**src/rtl/div_restoring_fixed_unsigned.sv**
```systemverilog
// Sequential restoring divider for unsigned operands: one quotient bit per clock,
// MSB first, with a single-cycle completion pulse and a divide-by-zero flag.
module div_restoring_fixed_unsigned #(
  parameter int div_len = 24,
  parameter int dvd_len = 48
) (
  input  logic               clk,
  input  logic               rst,
  input  logic               start,
  input  logic [dvd_len-1:0] dividend,
  input  logic [div_len-1:0] divisor,
  output logic [dvd_len-1:0] quotient,
  output logic [div_len-1:0] remainder,
  output logic               div_done,
  output logic               busy,
  output logic               div_by_zero
);

  localparam int cnt_w = (dvd_len > 1) ? $clog2(dvd_len) : 1;

  typedef enum logic [1:0] {IDLE, RUN, DONE} state_t;

  state_t             state;
  logic [cnt_w-1:0]   cnt;
  logic [div_len-1:0] pr;
  logic [div_len-1:0] dsr;
  logic [dvd_len-1:0] dvd;

  logic [div_len:0]   pr_shift;
  logic               ge;
  logic [div_len-1:0] pr_next;
  logic [dvd_len-1:0] dvd_next;

  // Dividend bits leave at the top of dvd while quotient bits enter at the
  // bottom, so after dvd_len steps dvd holds the quotient. The stored
  // remainder is always < divisor, so only the shifted value needs the extra bit.
  always_comb begin
    pr_shift = {pr, dvd[dvd_len-1]};
    ge       = (pr_shift >= {1'b0, dsr});
    pr_next  = ge ? (pr_shift[div_len-1:0] - dsr) : pr_shift[div_len-1:0];
    dvd_next = {dvd[dvd_len-2:0], ge};
  end

  always_ff @(posedge clk) begin
    if (rst) begin
      state       <= IDLE;
      cnt         <= '0;
      pr          <= '0;
      dsr         <= '0;
      dvd         <= '0;
      quotient    <= '0;
      remainder   <= '0;
      div_done    <= 1'b0;
      busy        <= 1'b0;
      div_by_zero <= 1'b0;
    end else begin
      case (state)
        IDLE: begin
          div_done <= 1'b0;
          if (start) begin
            dvd   <= dividend;
            dsr   <= divisor;
            pr    <= '0;
            cnt   <= cnt_w'(dvd_len - 1);
            busy  <= 1'b1;
            state <= (divisor == '0) ? DONE : RUN;
          end
        end
        RUN: begin
          pr  <= pr_next;
          dvd <= dvd_next;
          cnt <= cnt - 1'b1;
          if (cnt == '0) begin
            quotient    <= dvd_next;
            remainder   <= pr_next;
            div_done    <= 1'b1;
            busy        <= 1'b0;
            div_by_zero <= 1'b0;
            state       <= DONE;
          end
        end
        DONE: begin
          // busy still set here only on the divide-by-zero path, which
          // reports its result from this state instead of from RUN.
          if (busy) begin
            quotient    <= '1;
            remainder   <= dvd[div_len-1:0];
            div_by_zero <= 1'b1;
            div_done    <= 1'b1;
            busy        <= 1'b0;
          end else begin
            div_done <= 1'b0;
          end
          state <= IDLE;
        end
        default: state <= IDLE;
      endcase
    end
  end

endmodule

```
**config.mk**
```make
export PLATFORM = sky130hd
export DESIGN_NAME = div_restoring_fixed_unsigned
export DESIGN_NICKNAME = d
export VERILOG_FILES = /design/src/rtl/div_restoring_fixed_unsigned.sv
export SDC_FILE = /design/constraint.sdc
export NUM_CORES = 1
export LEC_CHECK = 0
export ABC_AREA = 1
export BUFFER_PORTS_ARGS = -buffer_cell sky130_fd_sc_hd__buf_2
export CORE_MARGIN = 3
export CORE_UTILIZATION = 45
export CTS_BUF_LIST = sky130_fd_sc_hd__clkbuf_4 sky130_fd_sc_hd__clkbuf_8 sky130_fd_sc_hd__clkbuf_16
export DETAILED_ROUTE_END_ITERATION = 8
export GPL_TIMING_DRIVEN = 0
export HOLD_SLACK_MARGIN = 0.06
export PLACE_DENSITY = 0.71
export SYNTH_ARGS = -nofsm -noshare
export SYNTH_HDL_FRONTEND = slang
export SYNTH_SLANG_ARGS = --single-unit
```
**constraint.sdc**
```tcl
create_clock -name clk -period 5 [get_ports clk]
set_clock_uncertainty 0.05 [all_clocks]
set_input_delay 0 -clock clk [delete_from_list [all_inputs] [get_ports clk]]
set_output_delay 0 -clock clk [all_outputs]
set_load 0.05 [all_outputs]
```
Word-level counts from Yosys, hierarchy flattened
Index checks and enable logic that the tools add are counted.
{"block": "classes", "n_addsub": 2, "n_mul": 0, "div": 0, "n_lt_le_gt_ge": 1, "n_eq_ne": 5, "n_shift": 0, "mux": 25, "bitwise_logic": 0, "reduce_logical": 12}
{"cell": "$pmux W48 S2", "count": 2}
{"cell": "$mux W48", "count": 3}
{"cell": "$mux W24", "count": 4}
{"cell": "$pmux W24 S2", "count": 2}
{"cell": "$ge A25 B24 Y1", "count": 1}
{"cell": "$logic_not A24 Y1", "count": 1}
{"cell": "$sub A24 B24 Y24", "count": 1}
{"cell": "$pmux W6 S2", "count": 1}
{"cell": "$reduce_and A2 Y1", "count": 4}
{"cell": "$logic_not A6 Y1", "count": 1}
{"cell": "$mux W2", "count": 3}
{"cell": "$mux W6", "count": 1}
{"cell": "$ne A2 B2 Y1 const B", "count": 3}
{"cell": "$pmux W1 S3", "count": 2}
{"cell": "$reduce_and A3 Y1", "count": 2}
{"cell": "$sub A6 B1 Y6 const B", "count": 1}
{"cell": "$mux W1", "count": 5}
{"cell": "$pmux W2 S2", "count": 1}
{"cell": "$reduce_bool A2 Y1", "count": 2}
{"cell": "$reduce_bool A3 Y1", "count": 1}
{"cell": "$eq A2 B1 Y1 const B", "count": 1}
{"cell": "$eq A2 B2 Y1 const B", "count": 1}
{"cell": "$logic_not A2 Y1", "count": 1}
{"cell": "$pmux W1 S2", "count": 1}
{"block": "totals", "ff_bits": 179, "latch_bits": 0, "ram_bits": 0, "rom_bits": 0, "in_bits": 75, "output_inout_bits": 75, "wordCells": 55, "mem_count": 0}

Longest topological paths before layout
Gate-level depths: netlist of run 1.
{"block": "depth", "depth_word": 4, "mapped_depth": 16, "ltp_nobuf": 16}

Worst setup path after synthesis of run 1
Ideal clock, no wire load.
{"block": "synth_timing", "path_kind": "register to register", "start": "register dvd[47]", "end": "register remainder[12]", "setup_ps": 132, "arrival_ps": 1761, "required_ps": 4818, "setup_slack_ps": 3056, "path_stages_with_launch": 16, "path_buffers": 0, "period_less_slack_ps": 1944, "cell_sequence": "dfxtp_1 inv_1 ha_1 inv_1 fa_1 nand3_1 nand3_1 nand2_1 nand2_1 nand2_1 a21o_1 nand2_1 nand2_1 nand3_1 nand2_1 a21oi_1"}
{"block": "synth_between", "elab_chain_len": 4}
{"element": "start, declared", "line": "27", "text": "logic [dvd_len-1:0] dvd;"}
{"element": "start signal, assigned", "line": "61", "text": "dvd <= dividend;"}
{"element": "start signal, assigned", "line": "71", "text": "dvd <= dvd_next;"}
{"element": "$sub A24 B24 Y24 / $ge A25 B24 Y1 (equally long branches)", "line": "40, 39"}
{"element": "$mux W24 *", "line": "40", "text": "pr_next = ge ? (pr_shift[div_len-1:0] - dsr) : pr_shift[div_len-1:0];"}
{"element": "$mux W24 *", "line": "73", "text": "if (cnt == '0) begin"}
{"element": "$pmux W24 S2 *", "line": "57", "text": "case (state)"}
{"element": "end signal, assigned", "line": "75", "text": "remainder <= pr_next;"}
{"element": "end signal, assigned", "line": "87", "text": "remainder <= dvd[div_len-1:0];"}
{"element": "end, declared", "line": "13", "text": "output logic [div_len-1:0] remainder,"}
Every way passes the cells marked *; elsewhere a longest branch is shown, timed or not. The select of a mux whose other input is x is not followed.
A chain may end at the register's enable or synchronous reset.

Worst setup path in the final report of run 1
{"block": "layout_timing", "start": "register state[0]", "end": "register pr[20]"}
{"block": "layout_between", "elab_chain_len": 3}
{"element": "start, declared", "line": "23", "text": "state_t state;"}
{"element": "start signal, assigned", "line": "66", "text": "state <= (divisor == '0) ? DONE : RUN;"}
{"element": "$eq A2 B1 Y1 / $logic_not A2 Y1 (equally long branches)", "line": "57"}
{"element": "$reduce_bool A2 Y1 (no source line) / $ne A2 B2 Y1 (equally long branches)"}
{"element": "$reduce_and A2 Y1 (no source line)"}
{"element": "end signal, assigned", "line": "70", "text": "pr <= pr_next;"}
{"element": "end, declared", "line": "25", "text": "logic [div_len-1:0] pr;"}
Several ways; a longest one is shown, not always the timed one.

==> impl_metrics.toml, run 1 <==
[placed_design]
place_area_um2 = 10400
hpwlAfterDp_um = 23000
portBuffers = 148
place_ws_ns = 2.47
place.gp.congestion = 0.943
placed_cells = 1799

[finish]
antennaDiodeCount = 0
fin_util = 0.578
drive_gt1_frac = 0.128
fill_cells = 1976
fin_area_um2 = 11800
final_nets = 1728
fin_cells = 1905
syn_to_final_growth_pct = 25.7

[sta]
min_period_ns = 2.66
grt_setup_unrepaired = "no"
final_max_slew_viol_count = 0
setup_violations = 0
slew_headroom = 0.533
setup_slack_ns = 2.34
hold_violations = 0
setup_tns_ns = 0
fin_hold_ws_ns = 0.302
fmax_ghz = 0.375
worst_pin_slew_ns = 0.701
min_period_over_period = 0.533

[synth]
synthTopCellsByArea = "dfxtp_1, nand2_1, a21oi_1, inv_1, nor2_1"
synthesis.nets = 1487
yosysWarningCount = 0
ys_types = 35
synth_top_area_cell = "dfxtp_1"
synth-edff-count = 0
yosysTopAreaCellShare = 0.383
seq_area_frac_synth = 0.383
ys_ff_latch = 179
ys.flop_type = "dfxtp_1"
synth_area_um2 = 9360
synth.avg_cell_area_um2 = 6.78
synthCells = 1381
synthArstFlopShare = 0

[critical_path]
crit_chain = "inv_1 > ha_1 > nand2_1 > inv_1 > a21oi_1 > buf_2 > buf_1 > nand2_1 > a21oi_1"
max_stage_delay_ns = 0.49
start_kind = "flip-flop"
cp.required_ns = 5.32
end_kind = "flip-flop"
cp_num_buf_inv = 4
crit_fanout = 10
critical-path-top-delay-family = "buffers and inverters"
worstSetupPathType = "reg -> reg"
ff2ff_path_depth = 9
worstPathArrival_ns = 2.98
crit_slowest_cell = "a21oi_1"
crit_cells = 9

[grt]
grt_pass1_vias = 9354
grt_overflow = 0
grt_max_degree = 20
grt_antenna_before_repair = 0
grt_util_all_layers = 0.268
grt_pass1_wl_um = 47900

[floorplan]
pin_count = 150
core_area_um2 = 20400
rows = 52
start_util = 0.460
die_x_um = 150
die_area_um2 = 22600
dieHeight_um = 150

[clocking]
clockBufferDepth = 2
cts_tree = "built"
cts_setup_buffers = 0
clock_latency_ns = 0.44
cts_root_buf = "clkbuf_16"
numCtsBuffers = 17
clk_pin_slew_ns = 0.08
cts.sinks = 179
cts-htree-levels = 4

[routing]
wl_um = 30500
remaining_drc_errors = 0
drt_pass1_iterations = 6
via_per_inst = 5.28
ant_nets = 0
route.detailed.wl_per_inst_um = 16.0
drt_first_iter_violations = 794
vias = 10100

[flow_run]
cap_violations = 0

[worst_hold_path]
hold_path_depth = 3
hold_path.class = "in -> reg"

[power]
power_density_nw_per_um2 = 362
irDropWorstVdd_mv = 0.247
total_power_mw = 4.26
p_leak_nw = 5.48

[run_status]
status = "complete, no violations"
-- cells by family (layout without fill, tap and decap cells) --
kind of cell | count (synthesis) | in the layout | synth area share
flip-flops | 179 | 179 | 0.383
adder cells (fa/ha/maj) | 31 | 31 | 0.0422
AO/OA/AOI/OAI | 272 | 272 | 0.180
AND/OR/NAND/NOR | 654 | 654 | 0.287
buffers and inverters | 232 | 486 | 0.0959
XOR/XNOR | 13 | 13 | 0.0122
-- cells in the final DEF (no fill, tap or decap), types with 4 or more instances in the layout --
cell	Yosys	layout
dfxtp_1	179	179
nand2_1	406	406
inv_1	148	148
nand4_1	7	7
nand3b_1	6	6
a21oi_1	117	117
inv_8	0	4
buf_2	9	157
ha_1	30	30
o21ai_0	51	51
dlygate4sd3_1	0	74
a311oi_1	48	48
nor2_1	134	134
nand3_1	75	75
nand3_2	5	5
buf_1	5	5
xor2_1	13	13
nor4_1	5	5
clkbuf_1	65	65
clkinv_8	0	4
nor3_1	6	6
clkbuf_16	0	17
a211oi_1	48	48
-- registers in the layout, indices dropped and copies added, names as in the netlist --
name and flops:
div_done 1, busy 1, pr 24, remainder 24
state 2, div_by_zero 1, cnt 6, quotient 48
dsr 24, dvd 48
-- worst min-delay path: cells and delay by family --
family	cells	cell delay (ns)
AO/OA/AOI/OAI	1	0.24
buffers and inverters	2	0.50
-- layer usage --
layer / up-vias / global-route usage / share of wire
li1: 5021 / - / -
met1: 4587 / 0.376 / 0.45
met2: 397 / 0.426 / 0.45
met3: 60 / 0.0427 / 0.074
met4: 0 / 0.0805 / 0.024
met5: - / 0 / 0
-- path summary, 6_finish.rpt --
path	startpoint	to	slack (ns)
worst min register to register	quotient[39]$_SDFFE_PP0P_	quotient[39]$_SDFFE_PP0P_	0.41
worst min-delay path	rst	dvd[9]$_SDFFE_PP0P_	0.30
worst max-delay path	state[0]$_SDFFE_PP0P_	pr[20]$_SDFFE_PP0P_	2.34
worst max register to register	state[0]$_SDFFE_PP0P_	pr[20]$_SDFFE_PP0P_	2.34
-- area by class of cell --
cell class | instances | area [µm²] | area share
Multi-Input combinational cell | 970 | 4880 | 0.415
Inverter | 151 | 567 | 0.0482
Buffer | 81 | 330 | 0.0281
Tap cell | 270 | 338 | 0.0287
Clock buffer | 17 | 425 | 0.0362
Timing Repair Buffer | 222 | 1480 | 0.126
Sequential cell | 179 | 3580 | 0.305
Clock inverter | 15 | 164 | 0.0139
-- synthesized netlist by cell type (2+ instances only) --
cell type,n
buf_6,2
xor2_1,13
or2_2,2
nand3b_1,6
a21oi_1,117
inv_2,3
nor2_1,134
clkbuf_1,65
a31oi_1,3
a211oi_1,48
buf_2,9
buf_1,5
nand3_1,75
nor2_2,3
nor3_1,6
nand4_1,7
nor4_1,5
ha_1,30
dfxtp_1,179
a311oi_1,48
inv_1,148
nand3_2,5
o21ai_0,51
nand2_1,406
-- timing repair --
action                    4_1_cts  5_1_grt
hold endpoints to repair       74        0
hold buffers                   74        0
resized for setup               0        0
-- report_power, final --
part | internal (mW) | switching (mW) | total (mW)
combinational | 0.372 | 0.896 | 1.27
sequential | 1.57 | 0.0763 | 1.65
clock | 0.670 | 0.667 | 1.34
total | 2.62 | 1.64 | 4.26
Power figures use the tool's default switching activity.
==> inputs of run 2 (changes only) <==
Settings changed: PLACE_DENSITY 0.71 to 0.73.
Clock period 5 ns to 2.2 ns, I/O delays scaled along.
==> run 2 against run 1 <==
  * The flow now finishes with violations (setup timing)
  * Worst hold slack improved by 0.030 ns
  * Largest power group unchanged
  * Cell count increased by 2.7%
  * Non-clock buffer count up 50
  * Die area unchanged
  * Fmax up 13%
  * Combinational power rose to 2.9 times the previous value
  * Sequential share of layout area down 3.9 points
  * Final area is 17% higher
  * Global-route usage up 0.095 points
  * Wire length is 17% higher
==> impl_metrics.toml, run 2 (synthesis results as in run 1) <==
[routing]
via_per_inst = 5.69
wl_um = 35700
ant_nets = 0
drt_first_iter_violations = 1155
drt_pass1_iterations = 7
route.detailed.wl_per_inst_um = 18.2
remaining_drc_errors = 0
vias = 11100

[placed_design]
portBuffers = 148
place.gp.congestion = 0.953
hpwlAfterDp_um = 22500
place_ws_ns = -0.330

[clocking]
cts_root_buf = "clkbuf_16"
cts.sinks = 179
clock_latency_ns = 0.44
clockBufferDepth = 2
clk_pin_slew_ns = 0.08
numCtsBuffers = 17
cts-htree-levels = 4
cts_tree = "built"

[flow_run]
cap_violations = 0

[sta]
setup_slack_ns = -0.159
final_max_slew_viol_count = 0
fmax_ghz = 0.424
min_period_over_period = 1.07
worst_pin_slew_ns = 0.893
grt_setup_unrepaired = "yes"
slew_headroom = 0.405
setup_violations = 45
hold_violations = 0
min_period_ns = 2.36

[worst_hold_path]
hold_path.class = "in -> reg"

[grt]
grt_overflow = 0
grt_pass1_wl_um = 48200
busiest_layer = "met2"
grt_antenna_before_repair = 0
grt_util_all_layers = 0.269
grt_pass1_vias = 9463
met2_usage = 0.431
use_met1 = 0.362
grt_max_degree = 20
grt_use_met3 = 0.0596

[finish]
final_nets = 1780
antennaDiodeCount = 0
final_common_cell = "nand2_1"
fin_util = 0.677
syn_to_final_growth_pct = 47.2
drive_gt1_frac = 0.324
top_regs = "dvd: 48 flops, quotient: 48 flops"
mostFrequentLayoutCells = "nand2_1, buf_2, dfxtp_1, nor2_1, inv_1"

[critical_path]
cp.required_ns = 2.46
end_kind = "flip-flop"
worstPathArrival_ns = 2.62
worstSetupPathType = "reg -> reg"
start_kind = "flip-flop"
crit_fanout = 4
rrSetupSlack_ns = -0.16

[floorplan]
start_util = 0.460
die_x_um = 150
dieHeight_um = 150
pin_count = 150
die_area_um2 = 22600
core_area_um2 = 20400
rows = 52

[power]
p_seq_frac = 0.347
pwr-share-comb = 0.338
irDropWorstVdd_mv = 0.562
total_power_mw = 10.8
internal_power_mw = 6.67
power_density_nw_per_um2 = 787
switchingPower_mw = 4.18
swShare = 0.385
p_clk_frac = 0.315
p_leak_nw = 6.24

[run_status]
violations = "setup timing"
status = "complete, but fails checks"
[run 2: cell types whose count changed in the layout (fill, tap and decap cells not counted), sizes merged]
cell | previous run | this run
nand2 | 408 | 409
clkinvlp | 3 | 0
buf | 164 | 206
inv | 158 | 159
bufinv | 0 | 3
clkbuf | 82 | 90
nand3b | 7 | 8
clkinv | 5 | 4
[run 2: final timing paths]
| check | from | depth (start not counted) | endpoint |
|---|---|---|---|
| worst max register to register | dvd[47]$_SDFFE_PP0P_ | 14 | remainder[14]$_SDFFE_PP0P_ |
| worst min-delay path | dividend[33] | 4 | dvd[33]$_SDFFE_PP0P_ |
| worst max-delay path | dvd[47]$_SDFFE_PP0P_ | 14 | remainder[14]$_SDFFE_PP0P_ |
| worst min register to register | quotient[35]$_SDFFE_PP0P_ | 2 | quotient[35]$_SDFFE_PP0P_ |
[run 2: timing repair]
item,4_1_cts,5_1_grt
hold buffers,74,0
gates cloned,0,6
pin swaps,18,81
resized for setup,106,287
endpoints found under the hold margin,78,0
setup buffers,11,36
setup endpoints to repair,118,165
[run 2: worst max-delay path, cell delays in order (launching register included)]
cell and delay [ns]:
dfxtp_4 0.37, inv_2 0.08, ha_4 0.13, inv_2 0.07, fa_2 0.37, nand3_2 0.11
nand3_4 0.09, nand2_1 0.10, nand2_2 0.13, nand3_1 0.14, nand3b_1 0.18, nand3_4 0.13
nand3_2 0.11, nand2_2 0.12, a21oi_2 0.05
[run 2: power groups by stage]
stage          clock (mW)  combinational, mW  sequential, mW
2_1_floorplan           0               1.56            4.22
3_5_place_dp            0               2.72            3.82
3_3_place_gp            0               2.70            3.82
4_1_cts              3.40               3.04            3.75
5_1_grt              3.52               3.91            3.80
6_report             3.41               3.66            3.77
[run 2: area by class of cell]
cell class | count | area [µm²]
Sequential cell | 179 | 3650
Multi-Input combinational cell | 972 | 6180
Fill cell | 1477 | 6590
Buffer | 81 | 415
Timing Repair Buffer | 272 | 1960
Inverter | 151 | 569
Clock buffer | 17 | 425
Clock inverter | 15 | 235
Tap cell | 270 | 338
[run 2: layer usage]
metal | part of all wire | routed length [µm]
met5 | 0 | 0
met4 | 0.047 | 1670
met3 | 0.11 | 3810
met2 | 0.45 | 16200
met1 | 0.39 | 14000
[run 2: metrics by stage]
step                      TNS, ns  cell area (µm²)  hold WS (ns)  instances
after floorplan                 0             9360        0.0936       1381
after global placement     -12.40            10400         0.228       1799
after detailed placement   -16.36            10400         0.232       1799
after CTS                  -0.185            12400         0.316       1916
after global routing        -5.60            13800         0.341       1957
final                       -2.86            13800         0.332       1957
